$ cat src/rtl/sram_ctrl_pkg.sv
// Shared types and default geometry for the SRAM row controller.
// State set grows by one capture state when SRAM_CTRL_WRITE_VERIFY_EN is defined.
package sram_ctrl_pkg;

   localparam int unsigned DEF_ROW_AW    = 3;
   localparam int unsigned DEF_DATA_W    = 8;
   localparam int unsigned DEF_PRE_CYC   = 1;
   localparam int unsigned DEF_PULSE_CYC = 2;

   typedef enum logic [2:0] {
      StIdle,
      StPre,
      StWlOn,
      StPulse,
      StCapt,
      StDone
`ifdef SRAM_CTRL_WRITE_VERIFY_EN
      , StVrfy
`endif
   } state_e;

   // Down-counter width able to hold max(pre, pulse) - 1, never zero bits wide.
   function automatic int unsigned cnt_width(input int unsigned pre, input int unsigned pulse);
      int unsigned m;
      m = (pre > pulse) ? pre : pulse;
      return (m < 2) ? 1 : $clog2(m + 1);
   endfunction

endpackage

$ cat src/rtl/sram_row_decode.sv
// Registered binary-to-one-hot word-line decoder; all lines low when en is low.
module sram_row_decode #(
   parameter int unsigned ROW_AW = 3
) (
   input  logic                   clk,
   input  logic                   rst_n,
   input  logic                   en,
   input  logic [ROW_AW-1:0]      addr,
   output logic [2**ROW_AW-1:0]   wl
);

   logic [2**ROW_AW-1:0] wl_d;

   always_comb begin
      wl_d = '0;
      if (en) wl_d[addr] = 1'b1;
   end

   always_ff @(posedge clk or negedge rst_n) begin
      if (!rst_n) wl <= '0;
      else        wl <= wl_d;
   end

endmodule

$ cat src/rtl/sram_row_ctrl.sv
// Read/write sequencer for one SRAM column bank: precharge, word line, strobe, capture.
// Define SRAM_CTRL_WRITE_VERIFY_EN to follow each write with a read-back compare.
module sram_row_ctrl
   import sram_ctrl_pkg::*;
#(
   parameter int unsigned ROW_AW    = DEF_ROW_AW,
   parameter int unsigned DATA_W    = DEF_DATA_W,
   parameter int unsigned PRE_CYC   = DEF_PRE_CYC,
   parameter int unsigned PULSE_CYC = DEF_PULSE_CYC
) (
   input  logic                  clk,
   input  logic                  rst_n,
   input  logic                  req_valid,
   output logic                  req_ready,
   input  logic                  req_we,
   input  logic [ROW_AW-1:0]     req_addr,
   input  logic [DATA_W-1:0]     req_wdata,
   output logic                  rsp_valid,
   output logic [DATA_W-1:0]     rsp_rdata,
   output logic                  wr_err,
   output logic [2**ROW_AW-1:0]  wl,
   output logic [DATA_W-1:0]     bl1_drv,
   output logic [DATA_W-1:0]     bl2_drv,
   output logic                  precharge,
   output logic                  read_pulse,
   output logic                  write_pulse,
   input  logic [DATA_W-1:0]     bl1_sense,
   input  logic [DATA_W-1:0]     bl2_sense
);

   localparam int unsigned CNT_W = cnt_width(PRE_CYC, PULSE_CYC);
   localparam logic [CNT_W-1:0] PRE_LOAD   = CNT_W'(PRE_CYC - 1);
   localparam logic [CNT_W-1:0] PULSE_LOAD = CNT_W'(PULSE_CYC - 1);

   state_e              state_q, state_d;
   logic [CNT_W-1:0]    cnt_q, cnt_d;
   logic                we_q;
   logic [ROW_AW-1:0]   addr_q;
   logic [DATA_W-1:0]   wdata_q;
   logic                err_q, err_d;
   logic [DATA_W-1:0]   rdata_d;
   logic                wl_en;
   logic                strobe;
   logic                drive;

`ifdef SRAM_CTRL_WRITE_VERIFY_EN
   // High during the read-back pass that follows a write.
   logic vpass_q, vpass_d;
`else
   logic vpass_d;
   assign vpass_d = 1'b0;
`endif

   always_comb begin
      state_d = state_q;
      cnt_d   = cnt_q;
      err_d   = err_q;
      rdata_d = rsp_rdata;
`ifdef SRAM_CTRL_WRITE_VERIFY_EN
      vpass_d = vpass_q;
`endif
      unique case (state_q)
         StIdle: begin
            if (req_valid) begin
               state_d = StPre;
               cnt_d   = PRE_LOAD;
               err_d   = 1'b0;
`ifdef SRAM_CTRL_WRITE_VERIFY_EN
               vpass_d = 1'b0;
`endif
            end
         end
         StPre: begin
            if (cnt_q == '0) state_d = StWlOn;
            else             cnt_d   = cnt_q - 1'b1;
         end
         StWlOn: begin
            state_d = StPulse;
            cnt_d   = PULSE_LOAD;
         end
         StPulse: begin
            if (cnt_q != '0) begin
               cnt_d = cnt_q - 1'b1;
            end else begin
               state_d = StCapt;
`ifdef SRAM_CTRL_WRITE_VERIFY_EN
               if (vpass_q) begin
                  state_d = StVrfy;
                  if (bl1_sense == wdata_q) err_d = 1'b0;
                  else                      err_d = 1'b1;
               end
`endif
               // Bit lines must be complementary; unknown bits fall to the error branch.
               if (!we_q) begin
                  rdata_d = bl1_sense;
                  if ((bl1_sense ^ bl2_sense) == {DATA_W{1'b1}}) err_d = 1'b0;
                  else                                           err_d = 1'b1;
               end
            end
         end
         StCapt: begin
            state_d = StDone;
`ifdef SRAM_CTRL_WRITE_VERIFY_EN
            if (we_q && !vpass_q) begin
               state_d = StPre;
               cnt_d   = PRE_LOAD;
               vpass_d = 1'b1;
            end
`endif
         end
`ifdef SRAM_CTRL_WRITE_VERIFY_EN
         StVrfy: state_d = StDone;
`endif
         StDone:  state_d = StIdle;
         default: state_d = StIdle;
      endcase
   end

   // Outputs are registered from the next state so they line up with the state register.
   always_comb begin
      wl_en = 1'b0;
      unique case (state_d)
         StWlOn, StPulse, StCapt: wl_en = 1'b1;
`ifdef SRAM_CTRL_WRITE_VERIFY_EN
         StVrfy:                  wl_en = 1'b1;
`endif
         default:                 wl_en = 1'b0;
      endcase
      strobe = (state_d == StPulse);
      drive  = wl_en && we_q && !vpass_d;
   end

   always_ff @(posedge clk or negedge rst_n) begin
      if (!rst_n) begin
         state_q     <= StIdle;
         cnt_q       <= '0;
         err_q       <= 1'b0;
         we_q        <= 1'b0;
         addr_q      <= '0;
         wdata_q     <= '0;
         req_ready   <= 1'b1;
         rsp_valid   <= 1'b0;
         rsp_rdata   <= '0;
         wr_err      <= 1'b0;
         precharge   <= 1'b0;
         read_pulse  <= 1'b0;
         write_pulse <= 1'b0;
         bl1_drv     <= '0;
         bl2_drv     <= '0;
      end else begin
         state_q     <= state_d;
         cnt_q       <= cnt_d;
         err_q       <= err_d;
         if (req_valid && req_ready) begin
            we_q    <= req_we;
            addr_q  <= req_addr;
            wdata_q <= req_wdata;
         end
         req_ready   <= (state_d == StIdle);
         rsp_valid   <= (state_q == StDone);
         wr_err      <= (state_q == StDone) && err_q;
         rsp_rdata   <= rdata_d;
         precharge   <= (state_d == StPre);
         read_pulse  <= strobe && (!we_q || vpass_d);
         write_pulse <= strobe && we_q && !vpass_d;
         bl1_drv     <= drive ? wdata_q : '0;
         bl2_drv     <= drive ? ~wdata_q : '0;
      end
   end

`ifdef SRAM_CTRL_WRITE_VERIFY_EN
   always_ff @(posedge clk or negedge rst_n) begin
      if (!rst_n) vpass_q <= 1'b0;
      else        vpass_q <= vpass_d;
   end
`endif

   sram_row_decode #(
      .ROW_AW (ROW_AW)
   ) u_decode (
      .clk   (clk),
      .rst_n (rst_n),
      .en    (wl_en),
      .addr  (addr_q),
      .wl    (wl)
   );

endmodule

$ cat config.mk
export PLATFORM = sky130hd
export DESIGN_NAME = sram_row_ctrl
export DESIGN_NICKNAME = d
export VERILOG_FILES = /design/src/rtl/sram_ctrl_pkg.sv /design/src/rtl/sram_row_decode.sv /design/src/rtl/sram_row_ctrl.sv
export SDC_FILE = /design/constraint.sdc
export NUM_CORES = 1
export LEC_CHECK = 0
export BUFFER_PORTS_ARGS = -buffer_cell sky130_fd_sc_hd__buf_2
export CAP_MARGIN = 20
export CORE_MARGIN = 4
export CORE_UTILIZATION = 25
export CTS_CLUSTER_DIAMETER = 60
export CTS_CLUSTER_SIZE = 12
export DETAILED_ROUTE_END_ITERATION = 8
export SLEW_MARGIN = 20
export SYNTH_ARGS = -nofsm -noshare
export SYNTH_HDL_FRONTEND = slang
export SYNTH_SLANG_ARGS = --single-unit
$ cat constraint.sdc
create_clock -name clk -period 4.7 [get_ports clk]
set_input_delay 0.705 -clock clk [delete_from_list [all_inputs] [get_ports clk]]
set_output_delay 0.705 -clock clk [all_outputs]
set_load 0.02 [all_outputs]
**Yosys cells after proc, flatten, opt, wreduce, memory -nomap -nowiden**

Cells that the tools add are included.

- Order comparisons: 2
- Muxes and demuxes: 19
- Reduce and logical (&&, ||, !) cells: 17
- $add $sub $neg: 1
- Eq/ne operators: 15
- Bitwise operators: 4

Operator list:

| operator | number |
|---|---|
| two-way mux 8 bit | 3 |
| one-hot mux 3 bit (5 select lines) | 1 |
| equality test 3 x 2 -> 1 bit, second input constant | 4 |
| != test 2 bit, second input constant | 5 |
| equality test 3 bit, second input constant | 3 |
| two-way mux 3 bit | 3 |
| equality test 8 bit, second input constant | 1 |
| NOT 8 bit | 1 |
| one-hot mux 2 bit (4 select lines) | 1 |
| AND reduction 4 bit | 2 |
| bitwise XOR 8 bit | 1 |
| equality test 3 x 1 -> 1 bit, second input constant | 2 |
| logical AND 1 bit | 6 |
| zero test 3 bit | 2 |
| two-way mux 1 bit | 6 |
| two-way mux 2 bit | 3 |
| less-than comparator 3 x 4 -> 1 bit, second input constant | 1 |
| nonzero test 2 bit | 2 |
| nonzero test 4 bit | 1 |
| demux 1 bit (select 3 bit) | 1 |
| greater-or-equal comparator 3 x 1 -> 1 bit, second input constant | 1 |
| AND reduction 3 bit | 1 |
| OR reduction 3 bit | 1 |
| zero test 2 bit | 1 |
| other kinds (4) | 5 |

- Input port bits: 31
- Word-level logic and storage cells: 74
- Output and inout port bits: 38
- Bits in registers: 56

**Depth between registers and ports, before layout**

Gate-level depths: netlist of the first run.

- Depth after elaboration: 8
- Mapped depth: 6

**Hierarchy**

Synthesis of the first run repeated with hierarchy kept, for this count alone.

- Cells, all modules: 152
- Area total of the unflattened synthesis: 2143.3 um2

Modules (own cells, without submodules):

| module | area each (um2) | cells an instance | sequential area each (um2) | instances |
|---|---|---|---|---|
| sram_row_ctrl | 1846.8 | 136 | 1202.4 | 1 |
| sram_row_decode | 296.5 | 16 | 200.2 | 1 |

**Worst setup path before layout of the first run**

Ideal clock, no wire load.

- Path type: input-to-reg
- From: in req_valid
- To: reg cnt_q[0]
- Required time: 4.575 ns
- Library setup time: 0.125 ns
- Stages on the path: 3
- Path slack: 3.087 ns
- Arrival: 1.488 ns
- Cell sequence: or3_1 -> nand3b_1 -> mux2_2

- Word-level cells in the longest chain between the ends: 2

Ends and longest elaborated chain:

| what | line | RTL |
|---|---|---|
| from (decl) | sram_row_ctrl.sv:13 | `input logic req_valid,` |
| != test 2 bit (no source line) | n/a |  |
| AND reduction 4 bit (no source line) | n/a |  |
| to (signal assigned) | sram_row_ctrl.sv:152 | `cnt_q <= cnt_d;` |
| to (decl) | sram_row_ctrl.sv:36 | `logic [CNT_W-1:0] cnt_q, cnt_d;` |

Every way passes these cells.
A chain may end at the register's enable or synchronous reset.

**Final worst setup path of the first run**

- From: reg cnt_q[0]
- To: reg bl2_drv[5]

- Word-level cells in the longest chain between the ends: 8
- Elaborated cells on any way between the ends: 12
- Those cells by class: eq/ne (3); mux (5); reduce/logical (4)

Ends and longest elaborated chain:

| what | line | RTL |
|---|---|---|
| nonzero test 2 bit or zero test 2 bit (tied branches) | sram_row_ctrl.sv:82, sram_row_ctrl.sv:74 |  |
| two-way mux 3 bit, on equally long branches | sram_row_ctrl.sv:82, sram_row_ctrl.sv:74 |  |
| one-hot mux 3 bit (5 select lines) (*) | sram_row_ctrl.sv:62 | `unique case (state_q)` |
| equality test 3 x 2 -> 1 bit or equality test 3 bit (tied branches) | sram_row_ctrl.sv:122 | `unique case (state_d)` |
| OR reduction 3 bit (*) | sram_row_ctrl.sv:122 |  |
| two-way mux 1 bit (*) | sram_row_ctrl.sv:122 |  |
| logical AND 1 bit (*) | sram_row_ctrl.sv:130 | `drive = wl_en && we_q && !vpass_d;` |
| two-way mux 8 bit (*) | sram_row_ctrl.sv:167 | `bl2_drv <= drive ? ~wdata_q : '0;` |
| to (signal assigned) | sram_row_ctrl.sv:167 |  |
| to (decl) | sram_row_ctrl.sv:23 | `output logic [DATA_W-1:0] bl2_drv,` |

Mark *: on every way between the ends. The rest lies on a longest branch, timed or not.

==> results.cfg, run 1 <==
[outcome]
status = complete, no violations

[critical_path]
worstRegToRegCells = 6
cp.depth = 6
crit_path_max_incr_delay_ns = 0.50
crit_end = bl2_drv[5]
path_buf_inv = 1
crit_family = simple AND/OR/NAND/NOR gates
worstPathArrival_ns = 2.07
path_cells = inv_1 -> ha_1 -> a21oi_1 -> nor2_1 -> nand2_1 -> nor2_1
required_ns = 4.94
critPathLaunch = cnt_q[0]
r2r-start = cnt_q[0]
critical_path.max_fanout = 10
rrSetupSlack_ns = 2.87
crit_type = reg2reg
crit_path_frequent_cell = nor2_1
r2r-end = bl2_drv[5]
end_kind = flop
cp-start-kind = flop
cp_slowest_cell = nor2_1

[synth]
synth_fp_nets = 188
synth.top_cell.area_share_pct = 65.4
syn_avg_cell_area_sq_um = 13.5
yosys_warnings = 0
synth.area.top_cells = dfrtp_1 (65%), mux2_2 (11%), xor2_1 (3.3%)
synth.yosys.seq_area_share_pct = 66.6
yosys_register_bits = 56
yosys.area.top_type = dfrtp_1
syn_inst = 156
yosysUniqueCellTypes = 27
synth.cell_area_sq_um = 2110

[finish]
syn_to_final_growth_pct = 25.9
layout-drive-gt1-share_pct = 44.7
seq_area_sq_um = 1400
insertedDiodeCount = 0
final_cell_mix = buf_2 (68), dfrtp_1 (55), mux2_2 (21)
mostFrequentLayoutCell = buf_2
nNetsFinal = 259
multi_input_area_sq_um = 662
instances_no_fill = 333
fillers = 848

[sta]
max_freq_mhz = 545
rsz0062_at_grt = no
relSlewSlack_pct = 52.9
layout_setup_ws_ns = 2.87
finalMaxSlewViolations = 0
report.final.hold_viol_count = 0
tightest_slew_ns = 0.706
setup_viol = 0
tns_ns = 0
fin_hold_ws_ns = 0.443
period_needed_ns = 1.83
fin_crit_sh_pct = 39.0
fin_skew_ns = 0.00589

[floorplanning]
io_pins = 69
row_count = 33
die-width_um = 99.8
die_h_um = 99.8
start_util_pct = 25.6
die-area_sq_um = 9960
core_area_sq_um = 8220

[worst_hold_path]
holdPathStages = 1
hp-start = wdata_q[7]
min_path_type = reg2reg

[place]
place_ws_ns = 2.82
gp_congestion = 0.732
portBuffers = 68
dpl.hpwl_um = 3160
placed_cells = 325

[power_and_ir_drop]
pwr_density_cell_nw_per_um2 = 678
swShare_pct = 39.3
p_comb_share_pct = 38.3
vdd_drop_max_uv = 280
internal_power_uw = 1090
p_switching_uw = 707
power.leakage_uw = 0.00138
clkPwrFrac_pct = 15.7
p_seq_share_pct = 45.9
totalPowerFinal_uw = 1800

[drt]
first_pass_iters = 2
num_vias = 1395
wl_per_cell_um = 13.3
ant_nets = 0
routed_wl_um = 4440
viasPerCell = 4.19
drt_iter0_drc = 50
drc = 0

[cts]
htree_num_levels = 2
cts_hold_buf = 0
clock_sinks = 56
cts_max_path_buffers = 2
cts_tree = yes
cts_buffers = 5
root_buffer = clkbuf_8
cts_resized = 0
insertion_delay_ns = 0.31
cts_setup_buffers = 0
cts.clk_slew.worst_paths_ns = 0.10

[global_routing]
grt_pass1_wl_um = 7180
grt_max_degree = 57
antenna_found_initial = 0
grt_pass1_vias = 1421
grt_overflow = 0
grt_util_all_layers_pct = 9.22

[run]
drv_cap = 0
-- worst min-delay path by stage --
stage                 endpoint
floorplan            addr_q[0]
global placement    bl2_drv[4]
detailed placement  bl2_drv[4]
CTS                 bl2_drv[4]
global route        bl2_drv[7]
finish              bl2_drv[7]
-- cell families after synthesis --
logic type | after synthesis | synth area share (%)
AOI/OAI and AO/OA | 9 | 2.32
xor gates and xnor gates | 9 | 3.74
adders and majority gates | 1 | 0.594
buffers and inverters | 8 | 1.96
DFF | 56 | 66.6
muxes | 21 | 11.2
and+or+nand+nor | 52 | 13.5
-- per-layer routing --
| layer | up-vias | global-route usage [%] | part of all wire [%] |
|---|---|---|---|
| met4 | 0 | 3.26 | 1.7 |
| li1 | 665 | - | - |
| met2 | 39 | 14.4 | 48 |
| met5 | - | 0 | 0 |
| met3 | 8 | 2.50 | 6.1 |
| met1 | 683 | 12.3 | 45 |
-- final cells by class --
type | instances | area share, %
clock inverters | 2 | 0.519
inverters | 3 | 0.425
clock buffers | 6 | 3.11
multi-input cells | 92 | 25.0
flip-flops and latches | 56 | 52.9
repair buffers | 69 | 13.1
well taps | 105 | 4.96
-- worst reg2reg max path, stage by stage (launching register included) --
cell and delay (ns):
dfrtp_1 0.41, inv_1 0.06, ha_1 0.17, a21oi_1 0.09
nor2_1 0.50, nand2_1 0.37, nor2_1 0.18
-- cell usage after synthesis (all sizes together) --
library cell	instances
nor2	17
a21oi	3
nor3	3
inv	3
nand2	9
or3	2
o21ai	5
nand2b	1
xor2	8
a22o	1
buf	3
mux2	21
nor3b	5
dfstp	1
nand3b	2
nand4	2
and2	1
xnor2	1
clkbuf	2
dfrtp	55
nor2b	1
ha	1
and3	9
-- power by group through the flow --
| stage | clock, uW | combinational (uW) | sequential, uW |
|---|---|---|---|
| 6_report | 283 | 689 | 826 |
| 5_1_grt | 311 | 757 | 860 |
| 4_1_cts | 297 | 706 | 828 |
| 3_5_place_dp | 0 | 703 | 837 |
| 3_3_place_gp | 0 | 693 | 832 |
| 2_1_floorplan | 0 | 349 | 948 |
-- sequential cells by signal, summed over array words and instances (netlist names) --
signal and count:
addr_q 3, bl1_drv 8, bl2_drv 8, cnt_q 2, err_q 1, precharge 1, read_pulse 1, req_ready 1
rsp_rdata 8, rsp_valid 1, state_q 3, u_decode.wl 8, wdata_q 8, we_q 1, wr_err 1, write_pulse 1
-- stage by stage --
step	util, %	cell area, sq um
3_5_place_dp	31.1	2550
4_1_cts	32.3	2650
5_1_grt	32.3	2650
6_report	32.3	2650
3_3_place_gp	31.1	2550
2_1_floorplan	-	2110
Power figures use the tool's default switching activity.
==> inputs of run 2 (changes only) <==
--- a/config.mk
+++ b/config.mk
@@ -5,6 +5,7 @@
 export SDC_FILE = /design/constraint.sdc
 export NUM_CORES = 1
 export LEC_CHECK = 0
+export ABC_AREA = 1
 export BUFFER_PORTS_ARGS = -buffer_cell sky130_fd_sc_hd__buf_2
 export CAP_MARGIN = 20
 export CORE_MARGIN = 4
==> constraint.sdc (replaced) <==
create_clock -name clk -period 1.5 [get_ports clk]
set_input_delay 0.225 -clock clk [delete_from_list [all_inputs] [get_ports clk]]
set_output_delay 0.225 -clock clk [all_outputs]
set_load 0.02 [all_outputs]
==> run 2 against run 1 <==
Compared with the run above:
- die area grew 11%
- largest power group is now combinational cells
- wire length grew 8.3%
- total power grew to 3.4 times the previous value
- fmax grew 33%
- sequential power grew to 3.0 times the previous value
- largest cell class unchanged
- combinational power grew to 4.0 times the previous value
- synthesized cell count grew 58%
- first-iteration DRC count shrank 6.0%
- utilization shrank 0.16 points
- setup slack lost 2.7 ns
==> results.cfg, run 2 <==
[critical_path]
crit_path_max_incr_delay_ns = 0.39
worstRegToRegCells = 6
r2r-start = cnt_q[0]
cp_slowest_cell = dfrtp_1
cp-start-kind = flop
rrSetupSlack_ns = 0.12
crit_type = reg2reg
end_kind = flop
crit_end = bl1_drv[1]
required_ns = 1.73
worstPathArrival_ns = 1.61
path_cells = inv_1 -> ha_1 -> nand2_2 -> a21oi_4 -> nand2_4 -> nor2_1
critical_path.max_fanout = 16
critPathLaunch = cnt_q[0]
r2r-end = bl1_drv[1]

[floorplanning]
core_area_sq_um = 9240
io_pins = 69
row_count = 35
die-width_um = 105
start_util_pct = 25.6
die_h_um = 105
die-area_sq_um = 11100

[cts]
cts_max_path_buffers = 2
htree_num_levels = 2
cts_buffers = 5
cts_hold_buf = 1
cts.clk_slew.worst_paths_ns = 0.10
cts_setup_buffers = 0
cts_resized = 0
insertion_delay_ns = 0.30
clock_sinks = 56
cts_tree = yes
root_buffer = clkbuf_8

[finish]
final_cell_mix = buf_2 (68), dfrtp_1 (55), nand2_1 (51)
fin_area_sq_um = 2970
insertedDiodeCount = 0
nNetsFinal = 354
multi_input_area_sq_um = 752
syn_to_final_growth_pct = 25.6
utilization_pct = 32.1
fillers = 979
layout-drive-gt1-share_pct = 32.8
seq_area_sq_um = 1400
mostFrequentLayoutCell = buf_2

[global_routing]
grt_util_all_layers_pct = 9.31
met3_usage_pct = 2.84
met2_usage_pct = 16.9
grt_pass1_vias = 1824
top_usage_layer = met2
grtUsageMet1_pct = 10.7
grt_overflow = 0
grt_pass1_wl_um = 8350
grt_max_degree = 31
antenna_found_initial = 0

[synth]
synth.top_cell.area_share_pct = 58.3
ys.flop_type = dfrtp_1
synth_edf_count = 0
yosys_register_bits = 56
yosysUniqueCellTypes = 27
synth.yosys.seq_area_share_pct = 59.4
syn_avg_cell_area_sq_um = 9.60
synth_fp_nets = 278
synth.cell_area_sq_um = 2360
yosys.area.top_type = dfrtp_1
synth.area.top_cells = dfrtp_1 (58%), nand2_1 (8.1%), inv_1 (6.8%)
yosysMostFrequentCell = dfrtp_1
synth_common_cells = dfrtp_1 (55), nand2_1 (51), inv_1 (43), nor2_1 (38), a21oi_1 (12)
syn_inst = 246
yosys_warnings = 0
synthArstFlopShare_pct = 100

[drt]
viasPerCell = 3.81
wl_per_cell_um = 10.6
num_vias = 1721
drt_iter0_drc = 47
routed_wl_um = 4810
first_pass_iters = 4
drc = 0
ant_nets = 0

[worst_hold_path]
min_path_type = in2reg

[sta]
rsz0062_at_grt = no
finalMaxSlewViolations = 0
report.final.hold_viol_count = 0
fin_skew_ns = 0.00611
fin_crit_sh_pct = 91.7
relSlewSlack_pct = 72.8
tightest_slew_ns = 0.408
period_needed_ns = 1.38
max_freq_mhz = 727
tns_ns = 0
setup_viol = 0

[run]
drv_cap = 0

[power_and_ir_drop]
pwr_density_cell_nw_per_um2 = 2040
vdd_drop_max_uv = 533
totalPowerFinal_uw = 6070
power.leakage_uw = 0.00172

[place]
gp_congestion = 0.789
dpl.hpwl_um = 3800
placed_area_sq_um = 2870
portBuffers = 68

[outcome]
status = complete, no violations
run 2: changes by cell type in the layout (fill, tap and decap cells not counted), sizes merged, moves of 8 or more:
cell	previous run	this run
mux2	21	0
xor2	8	0
nand2	9	56
and3	9	0
inv	4	45
nor2	17	49
a21oi	3	13
run 2: cell families after synthesis:
group                    Yosys count  share of synthesized area (%)
AND/OR/NAND/NOR                  115                           24.6
adder cells (fa/ha/maj)            1                          0.530
AO/OA/AOI/OAI                     25                           6.73
flip-flops                        56                           59.4
buffers and inverters             49                           8.79
run 2: power breakdown:
| part | switching (uW) | internal, uW |
|---|---|---|
| Combinational | 1840 | 912 |
| Sequential | 369 | 2140 |
| Clock | 480 | 333 |
run 2: routing by layer:
| metal | up-vias | part of all wire, % | wire [um] |
|---|---|---|---|
| li1 | 885 | - | - |
| met1 | 786 | 43 | 2040 |
| met2 | 46 | 51 | 2450 |
| met3 | 4 | 5.8 | 281 |
| met4 | 0 | 0.64 | 31 |
| met5 | - | 0 | 0 |
run 2: metrics by stage:
stage / hold WS (ns) / worst slack [ns] / std cells
final: 0.164 / 0.125 / 452
after global routing: 0.163 / 0.0122 / 452
after CTS: 0.153 / 0.107 / 452
after detailed placement: 0.181 / 0.128 / 443
after global placement: 0.165 / 0.173 / 443
after floorplan: -0.0706 / 0.241 / 246
run 2: final cells by class:
type                            count  share of cell area (%)
Multi-Input combinational cell    141                    25.3
Sequential cell                    56                    47.3
Clock buffer                        6                    2.45
Tap cell                          129                    5.44
Timing Repair Buffer               73                    13.2
Clock inverter                      2                   0.548
Inverter                           45                    5.69
run 2: critical path, delay by kind of cell (launching register included):
family                   cells  cell delay (ns)
buffers and inverters        1             0.07
AND/OR/NAND/NOR              3             0.48
AO/OA/AOI/OAI                1             0.18
adder cells (fa/ha/maj)      1             0.18
flip-flops                   1             0.39
run 2: how the worst min path moves through the flow:
| stage | start | end | slack [ns] | cells past startpoint |
|---|---|---|---|---|
| final | req_addr[0] | addr_q[0] | 0.16 | 3 |
| after global routing | req_wdata[7] | wdata_q[7] | 0.16 | 3 |
| after CTS | req_wdata[0] | wdata_q[0] | 0.15 | 3 |
| after detailed placement | rst_n | bl2_drv[0] | 0.18 | 1 |
| after global placement | rst_n | bl2_drv[0] | 0.17 | 1 |
| after floorplan | rst_n | addr_q[0] | -0.07 | 0 |
==> inputs of run 3 (changes only) <==
--- a/config.mk
+++ b/config.mk
@@ -10,6 +10,7 @@
 export CAP_MARGIN = 20
 export CORE_MARGIN = 4
 export CORE_UTILIZATION = 25
+export CTS_BUF_LIST = sky130_fd_sc_hd__clkbuf_16
 export CTS_CLUSTER_DIAMETER = 60
 export CTS_CLUSTER_SIZE = 12
 export DETAILED_ROUTE_END_ITERATION = 8
==> run 3 against run 2 <==
Compared with the run above:
- total power is 5.4% higher
- design area is 1.9% higher
- combinational power hardly changed
- wire length is 0.31% higher
- sequential power hardly changed
- critical path depth stayed put
- critical path type unchanged
- global-route usage is 0.13 points higher
- utilization is 0.61 points higher
- clock power is 39% higher
- non-clock buffer count stayed put
==> results.cfg, run 3 (same netlist as run 2, synthesis figures left out) <==
[finish]
seq_area_sq_um = 1400
fillers = 974
insertedDiodeCount = 0
mostFrequentLayoutCell = buf_2
nNetsFinal = 354
final_cell_mix = buf_2 (68), dfrtp_1 (55), nand2_1 (51)
layout-drive-gt1-share_pct = 32.8
fin_area_sq_um = 3020
multi_input_area_sq_um = 752
syn_to_final_growth_pct = 28.0

[cts]
cts.clk_slew.worst_paths_ns = 0.07
clock_sinks = 56
cts_hold_buf = 1
cts_setup_buffers = 0
cts_max_path_buffers = 2
cts_buffers = 5
root_buffer = clkbuf_16
cts_resized = 0
insertion_delay_ns = 0.29
cts_tree = yes
htree_num_levels = 2

[global_routing]
grt_max_degree = 31
grt_pass1_wl_um = 8380
antenna_found_initial = 0
grt_overflow = 0
grtUsageMet1_pct = 10.7
met3_usage_pct = 3.03
met2_usage_pct = 16.9
grt_util_all_layers_pct = 9.44
grt_pass1_vias = 1835
top_usage_layer = met2

[place]
dpl.hpwl_um = 3800
placed_area_sq_um = 2870
portBuffers = 68
gp_congestion = 0.789

[floorplanning]
die-width_um = 105
die-area_sq_um = 11100
die_h_um = 105
core_area_sq_um = 9240
row_count = 35
start_util_pct = 25.6
io_pins = 69

[sta]
setup_viol = 0
rsz0062_at_grt = no
fin_skew_ns = 0.00628
tns_ns = 0
tightest_slew_ns = 0.408
relSlewSlack_pct = 72.8
finalMaxSlewViolations = 0
period_needed_ns = 1.37
report.final.hold_viol_count = 0
fin_crit_sh_pct = 91.3
max_freq_mhz = 730

[power_and_ir_drop]
pwr_density_cell_nw_per_um2 = 2110
power.leakage_uw = 0.00175
clkPwrFrac_pct = 17.7
vdd_drop_max_uv = 647
p_switching_uw = 2720
internal_power_uw = 3670
p_seq_share_pct = 39.3
swShare_pct = 42.6
p_comb_share_pct = 43.0

[critical_path]
required_ns = 1.72
end_kind = flop
cp_slowest_cell = dfrtp_1
crit_family = simple AND/OR/NAND/NOR gates
crit_type = reg2reg
worstRegToRegCells = 6
path_buf_inv = 1
worstPathArrival_ns = 1.58
cp-start-kind = flop
critPathLaunch = cnt_q[0]
r2r-start = cnt_q[0]
crit_end = bl1_drv[1]
critical_path.max_fanout = 16
rrSetupSlack_ns = 0.13
r2r-end = bl1_drv[1]
crit_path_max_incr_delay_ns = 0.38
cp.depth = 6
path_cells = inv_1 -> ha_1 -> nand2_2 -> a21oi_4 -> nand2_4 -> nor2_1

[drt]
first_pass_iters = 4
num_vias = 1724
viasPerCell = 3.81
ant_nets = 0
drc = 0
drt_iter0_drc = 46
wl_per_cell_um = 10.7
routed_wl_um = 4820

[worst_hold_path]
min_path_type = in2reg

[run]
drv_cap = 0

[outcome]
status = complete, no violations
run 3: cell count changes in the layout (fill, tap and decap cells not counted):
cell and delta:
clkbuf_8 -5, clkbuf_16 +5, clkbuf_1 -1, inv_1 +1
run 3: area by class of cell:
| cell class | count | area share (%) |
|---|---|---|
| clock inverters | 3 | 0.662 |
| repair buffers | 73 | 13.0 |
| well taps | 129 | 5.34 |
| multi-input cells | 141 | 24.9 |
| inverters | 45 | 5.59 |
| flip-flops and latches | 56 | 46.4 |
| clock buffers | 5 | 4.14 |
run 3: through the flow:
| step | utilization, % | power, uW | hold WS, ns | setup slack, ns | std cells |
|---|---|---|---|---|---|
| 5_1_grt | 32.7 | 6920 | 0.189 | 0.0202 | 452 |
| 3_3_place_gp | 31.0 | 5300 | 0.165 | 0.173 | 443 |
| 3_5_place_dp | 31.0 | 5350 | 0.181 | 0.128 | 443 |
| 2_1_floorplan | - | 4600 | -0.0706 | 0.241 | 246 |
| 4_1_cts | 32.7 | 6520 | 0.177 | 0.113 | 452 |
| 6_report | 32.7 | 6390 | 0.182 | 0.130 | 452 |
run 3: power groups by stage:
stage | Combinational, uW | Sequential [uW] | Clock [uW]
global route | 3080 | 2590 | 1250
detailed placement | 2810 | 2550 | 0
floorplan | 1590 | 3010 | 0
global placement | 2760 | 2540 | 0
CTS | 2810 | 2520 | 1190
finish | 2750 | 2510 | 1130
run 3: layer usage:
layer	vias to the layer above	wire (um)
met5	-	0
met4	0	53
met3	6	283
met2	46	2440
met1	787	2040
li1	885	-
run 3: worst min-delay path by stage:
stage | to | cells after the start | from | slack [ns]
finish | addr_q[0] | 3 | req_addr[0] | 0.18
global route | wdata_q[1] | 3 | req_wdata[1] | 0.19
CTS | wdata_q[0] | 3 | req_wdata[0] | 0.18
detailed placement | bl2_drv[0] | 1 | rst_n | 0.18
global placement | bl2_drv[0] | 1 | rst_n | 0.17
floorplan | addr_q[0] | 0 | rst_n | -0.07
run 3: worst reg2reg max path, delay by kind of cell, from the launching register on:
kind	cells	cell delay, ns
adders and majority gates	1	0.18
DFF	1	0.38
and+or+nand+nor	3	0.49
AOI/OAI and AO/OA	1	0.18
buffers and inverters	1	0.07
